<file path="src/rtl/mips_mem_pkg.sv">
// mips_mem_pkg: shared encodings for the memory bus sequencer and lane aligner
package mips_mem_pkg;
  localparam logic [1:0] SZ_WORD = 2'b00;
  localparam logic [1:0] SZ_HALF = 2'b01;
  localparam logic [1:0] SZ_BYTE = 2'b10;
  typedef enum logic [1:0] {IDLE, ACCESS, RELEASE} state_t;
  typedef enum logic {FETCH, DATA} grant_t;
endpackage

</file>
<file path="src/rtl/mem_lane_align.sv">
// mem_lane_align: big-endian store lane placement and load extraction/extension
module mem_lane_align
  import mips_mem_pkg::*;
(
  input  logic [1:0]  st_size,
  input  logic [1:0]  st_lo,
  input  logic [31:0] st_wdata,
  output logic [3:0]  be,
  output logic [31:0] lane_wdata,
  input  logic [1:0]  ld_size,
  input  logic [1:0]  ld_lo,
  input  logic        ld_unsigned,
  input  logic [31:0] ld_rdata,
  output logic [31:0] ld_data
);
  logic [7:0]  b;
  logic [15:0] h;
  // byte lane 0 sits in bits 31:24, so lane n is shifted down by 8*(3-n)
  always_comb begin
    be = st_size == SZ_BYTE ? 4'b1000 >> st_lo :
         st_size == SZ_HALF ? (st_lo[1] ? 4'b0011 : 4'b1100) : 4'b1111;
    lane_wdata = st_size == SZ_BYTE ? {4{st_wdata[7:0]}} :
                 st_size == SZ_HALF ? {2{st_wdata[15:0]}} : st_wdata;
    b = 8'(ld_rdata >> {~ld_lo, 3'b000});
    h = ld_lo[1] ? ld_rdata[15:0] : ld_rdata[31:16];
    ld_data = ld_size == SZ_BYTE ? {{24{~ld_unsigned & b[7]}}, b} :
              ld_size == SZ_HALF ? {{16{~ld_unsigned & h[15]}}, h} : ld_rdata;
  end
endmodule

</file>
<file path="src/rtl/mem_bus_sequencer.sv">
// mem_bus_sequencer: arbitrates fetch and data paths onto one RAM port with moc handshake and timeout
module mem_bus_sequencer
  import mips_mem_pkg::*;
#(
  parameter int TIMEOUT = 16,
  parameter int CNT_W   = 8
) (
  input  logic        clk,
  input  logic        reset,
  input  logic        if_req,
  input  logic [31:0] if_addr,
  output logic        if_ack,
  output logic        if_err,
  output logic [31:0] if_rdata,
  input  logic        d_req,
  input  logic        d_rw,
  input  logic [1:0]  d_size,
  input  logic        d_unsigned,
  input  logic [31:0] d_addr,
  input  logic [31:0] d_wdata,
  output logic        d_ack,
  output logic        d_err,
  output logic [31:0] d_rdata,
  output logic        ram_en,
  output logic        ram_rw,
  output logic [31:0] ram_addr,
  output logic [3:0]  ram_be,
  output logic [31:0] ram_wdata,
  input  logic [31:0] ram_rdata,
  input  logic        moc,
  output logic        busy
);
  state_t           state;
  grant_t           last_grant, gnt_q;
  logic [CNT_W-1:0] cnt;
  logic [1:0]       sz_q, lo_q, st_size, st_lo;
  logic             uns_q, fetch_win, bad, go;
  logic [3:0]       be;
  logic [31:0]      lane_wdata, ld_data;

  // grant selection and legality of the request that would win this cycle
  always_comb begin
    fetch_win = if_req & (~d_req | last_grant == DATA);
    bad = fetch_win ? |if_addr[1:0] :
          d_size == 2'b11 | (d_size == SZ_WORD & |d_addr[1:0]) | (d_size == SZ_HALF & d_addr[0]);
    go = (if_req | d_req) & ~if_err & ~d_err;
    st_size = fetch_win ? SZ_WORD : d_size;
    st_lo = fetch_win ? 2'b00 : d_addr[1:0];
  end

  mem_lane_align u_align (
    .st_size    (st_size),
    .st_lo      (st_lo),
    .st_wdata   (d_wdata),
    .be         (be),
    .lane_wdata (lane_wdata),
    .ld_size    (sz_q),
    .ld_lo      (lo_q),
    .ld_unsigned(uns_q),
    .ld_rdata   (ram_rdata),
    .ld_data    (ld_data)
  );

  // sequencer FSM; every output is registered, responses are single-cycle pulses
  always_ff @(posedge clk) begin
    if (reset) begin
      state <= IDLE;
      last_grant <= FETCH;
      gnt_q <= FETCH;
      cnt <= '0;
      sz_q <= '0;
      lo_q <= '0;
      uns_q <= 1'b0;
      {if_ack, if_err, d_ack, d_err, ram_en, ram_rw, busy} <= '0;
      if_rdata <= '0;
      d_rdata <= '0;
      ram_addr <= '0;
      ram_be <= '0;
      ram_wdata <= '0;
    end else begin
      {if_ack, if_err, d_ack, d_err} <= '0;
      case (state)
        IDLE: if (go) begin
          last_grant <= fetch_win ? FETCH : DATA;
          gnt_q <= fetch_win ? FETCH : DATA;
          if (bad) begin
            if_err <= fetch_win;
            d_err <= ~fetch_win;
          end else begin
            state <= ACCESS;
            busy <= 1'b1;
            ram_en <= 1'b1;
            cnt <= '0;
            ram_rw <= fetch_win | d_rw;
            ram_addr <= {fetch_win ? if_addr[31:2] : d_addr[31:2], 2'b00};
            ram_be <= be;
            ram_wdata <= lane_wdata;
            sz_q <= st_size;
            lo_q <= st_lo;
            uns_q <= d_unsigned;
          end
        end
        ACCESS: begin
          cnt <= cnt + 1'b1;
          if (moc) begin
            state <= RELEASE;
            ram_en <= 1'b0;
            if (gnt_q == FETCH) begin
              if_ack <= 1'b1;
              if_rdata <= ram_rdata;
            end else begin
              d_ack <= 1'b1;
              if (ram_rw) d_rdata <= ld_data;
            end
          end else if (cnt == CNT_W'(TIMEOUT - 1)) begin
            state <= RELEASE;
            ram_en <= 1'b0;
            if_err <= gnt_q == FETCH;
            d_err <= gnt_q == DATA;
          end
        end
        RELEASE: if (!moc) begin
          state <= IDLE;
          busy <= 1'b0;
        end
        default: state <= IDLE;
      endcase
    end
  end
endmodule

</file>
<file path="config.mk">
export PLATFORM = sky130hd
export DESIGN_NAME = mem_bus_sequencer
export DESIGN_NICKNAME = d
export VERILOG_FILES = /design/src/rtl/mips_mem_pkg.sv /design/src/rtl/mem_lane_align.sv /design/src/rtl/mem_bus_sequencer.sv
export SDC_FILE = /design/constraint.sdc
export NUM_CORES = 1
export LEC_CHECK = 0
export CAP_MARGIN = 25
export CORE_AREA = 3 3 133 135
export CTS_BUF_LIST = sky130_fd_sc_hd__clkbuf_16
export DETAILED_ROUTE_END_ITERATION = 7
export DIE_AREA = 0 0 136 138
export PLACE_DENSITY = 0.79
export SLEW_MARGIN = 20
export SYNTH_ARGS = -nofsm -noshare
export SYNTH_HDL_FRONTEND = slang
export SYNTH_SLANG_ARGS = --single-unit
</file>
<file path="constraint.sdc">
create_clock -name clk -period 2.5 [get_ports clk]
set_clock_uncertainty 0.05 [all_clocks]
set_input_delay 0.25 -clock clk [delete_from_list [all_inputs] [get_ports clk]]
set_output_delay 0.25 -clock clk [all_outputs]
set_load 0.01 [all_outputs]
</file>
==> impl_results.md <==
* Routed length per placed instance at 18.18 um
* Synth top area cells: dfxtp_1 42%, nand2_1 12%, a311oi_2 8.5%, nor2_1 5.8%, a211oi_1 4.5%
* Unique masters post-synth at 52
* Worst-Margin Slew at 826.1 ps
* Maxcap violations at 0
* Final Max Slew Viols at 0
* Setup slack, reg-to-reg at 570 ps
* Area of the multi-input gates at 0.003784 mm^2
* Number of buffers created by CTS at 17
* FF/Latch Area at 0.003063 mm^2
* Setup bufs post-CTS at 0
* Post-route cell area at 0.01076 mm^2
* Headroom to the max-slew limit at 0.4493
* Synth Area per Inst at 8.458 um^2
* Arrival @ worst endpoint at 2230 ps
* Area Growth Syn to Fin at 48.90%
* CP Capture Type: flop
* Post-synth top cells: 232 x nand2_1, 153 x dfxtp_1, 111 x nor2_1, 60 x a21oi_1, 43 x a211oi_1
* Setup crit start kind: flop
* Most common cell in the netlist: nand2_1
* WP data required at 2800 ps
* Initial cell density of the core at 0.4356
* Tcrit/Tclk final at 0.7725
* Die Area at 0.01877 mm^2
* Hpwl dp at 17,310 um
* Clock Path Buffers at 2
* Worst-Skew Late Latency at 430 ps
* Power Density at 669.5 mW/mm^2
* Post-Syn Instances at 854
* Largest net degree at the start of global routing at 77
* Final hold violation count at 0
* P_leak at 0.003850 uW
* Layout cells sized above 1 at 0.1213
* Die width at 136 um
* Clock period minus worst slack at 1931 ps
* Clock transition at path regs at 60 ps
* Detailed Route WL at 24,250 um
* Final setup TNS at 0 ps
* Clk sinks at 153
* FILL cells at 1,369
* Synth Flop Type: dfxtp_1
* GPL Wtd Cong at 0.8701
* Post-DRT Antenna Nets at 0
* WS Path Type: flop to flop
* Final setup vio count at 0
* Via count at 7,229
* Total track usage at 0.2533
* Run status: complete, no violations
* Post-synthesis cell area at 0.007223 mm^2
* Peak VDD IR at 0.4825 mV
* Synth Warn # at 0
* Resized cells post-CTS at 0
* Core Area at 0.01658 mm^2
* First-pass GRT wire length at 38,050 um
* Placed cell area at 0.01015 mm^2
* Async set-reset flop share out of synthesis at 0
* Yosys reg bits at 153
* DRC at 0
* H-tree Lvls at 4
* Peak Freq at 517.8 MHz
* EDFF count, synth at 0
* Hold WC Path Type: input port to flop
* Die height at 138 um
* Synth top area share at 0.4240
* Register area share after synthesis at 0.4240
* Hold Buf Count CTS at 0
* Root Buffer: clkbuf_16
* Antenna violations before repair at 1
* Nets at 1,238
* Critical Path Fanout Max at 9
* Setup repair after global routing missed its margin: no
* Initial DRC count at 488
* Port bufs at 273
* Power consumption at 7201 uW
* Vias in the first global route at 6,772
* Row Count at 47
* Drt pass-1 iters at 4
* Total grt overflow at 0
* CTS tree: done
* Boundary Pins at 276
* Post-synth top area cell: dfxtp_1
* Mean number of vias per cell at 5.419
## power breakdown
group	leakage [uW]	total, uW	switching, uW	internal [uW]
logic	0.00231	1790	888	906
registers	0.00125	2750	115	2630
clock network	0.000292	2660	1140	1510
total	0.00385	7200	2150	5050
## per-stage QoR
step	std cells	setup slack, ps	hold WS [ps]	utilization
global route	1334	389.0	321.4	0.6486
global placement	1301	212.2	391.8	0.6120
finish	1334	568.8	302.5	0.6486
detailed placement	1301	162.9	396.3	0.6120
floorplan	855	693.0	336.0	-
CTS	1333	562.0	302.8	0.6484
## path summary, 6_finish.rpt
| kind | startpoint | to | cells after the start |
|---|---|---|---|
| worst max register to register | gnt_q | cnt[3] | 6 |
| worst max-delay path | gnt_q | cnt[3] | 6 |
| worst min-delay path | reset | ram_en | 2 |
| worst min register to register | if_rdata[19] | if_rdata[19] | 2 |
## state kept, by name, summed over array words and instances (netlist names), 2 cells and up
signal,flops
cnt,8
ram_addr,30
sz_q,2
state,2
d_rdata,32
ram_wdata,32
lo_q,2
ram_be,4
if_rdata,32
## placed cells by master, fill, tap and decap left out, drive strengths merged, types with 3 or more instances in the layout
master and instances:
clkdlybuf4s50 272, nand2 232, dfxtp 153, nor2 111
a21oi 62, a211oi 52, a311oi 42, buf 28
mux2i 17, clkbuf 17, inv 13, nand3 8
mux4 8, a22o 8, mux2 7, a221oi 7
nand2b 7, nor3 7, nor2b 6, o21ai 6
a21boi 5, or4 4, or3 4, o31ai 3
nor3b 3
## layout make-up
cell class | count | share of cell area
Inverter | 4 | 0.001396
Multi-Input combinational cell | 624 | 0.3518
Sequential cell | 153 | 0.2848
Clock buffer | 17 | 0.03955
Tap cell | 220 | 0.02559
Timing Repair Buffer | 300 | 0.2800
Clock inverter | 15 | 0.01664
Antenna cell | 1 | 0.0002327
## logic make-up after synthesis
logic type	synth area share
adder cells (fa/ha/maj)	0.001732
buffers and inverters	0.05404
AND/OR/NAND/NOR	0.2231
AO/OA/AOI/OAI	0.2371
multiplexers	0.05941
other	0.0005192
flip-flops	0.4240
## worst max-delay path, cell delays in order, from the launching register on
cell	delay [ps]
dfxtp_1	350
nand2b_4	170
a221o_2	440
a31oi_2	400
buf_4	210
o21ai_0	80
a21boi_0	150
## metal layers
metal / GRT usage / share of wire
met1: 0.3319 / 0.42
met2: 0.3898 / 0.46
met3: 0.06395 / 0.073
met4: 0.1204 / 0.044
met5: 0 / 0
Note: power is estimated with default switching activity, not from simulation.
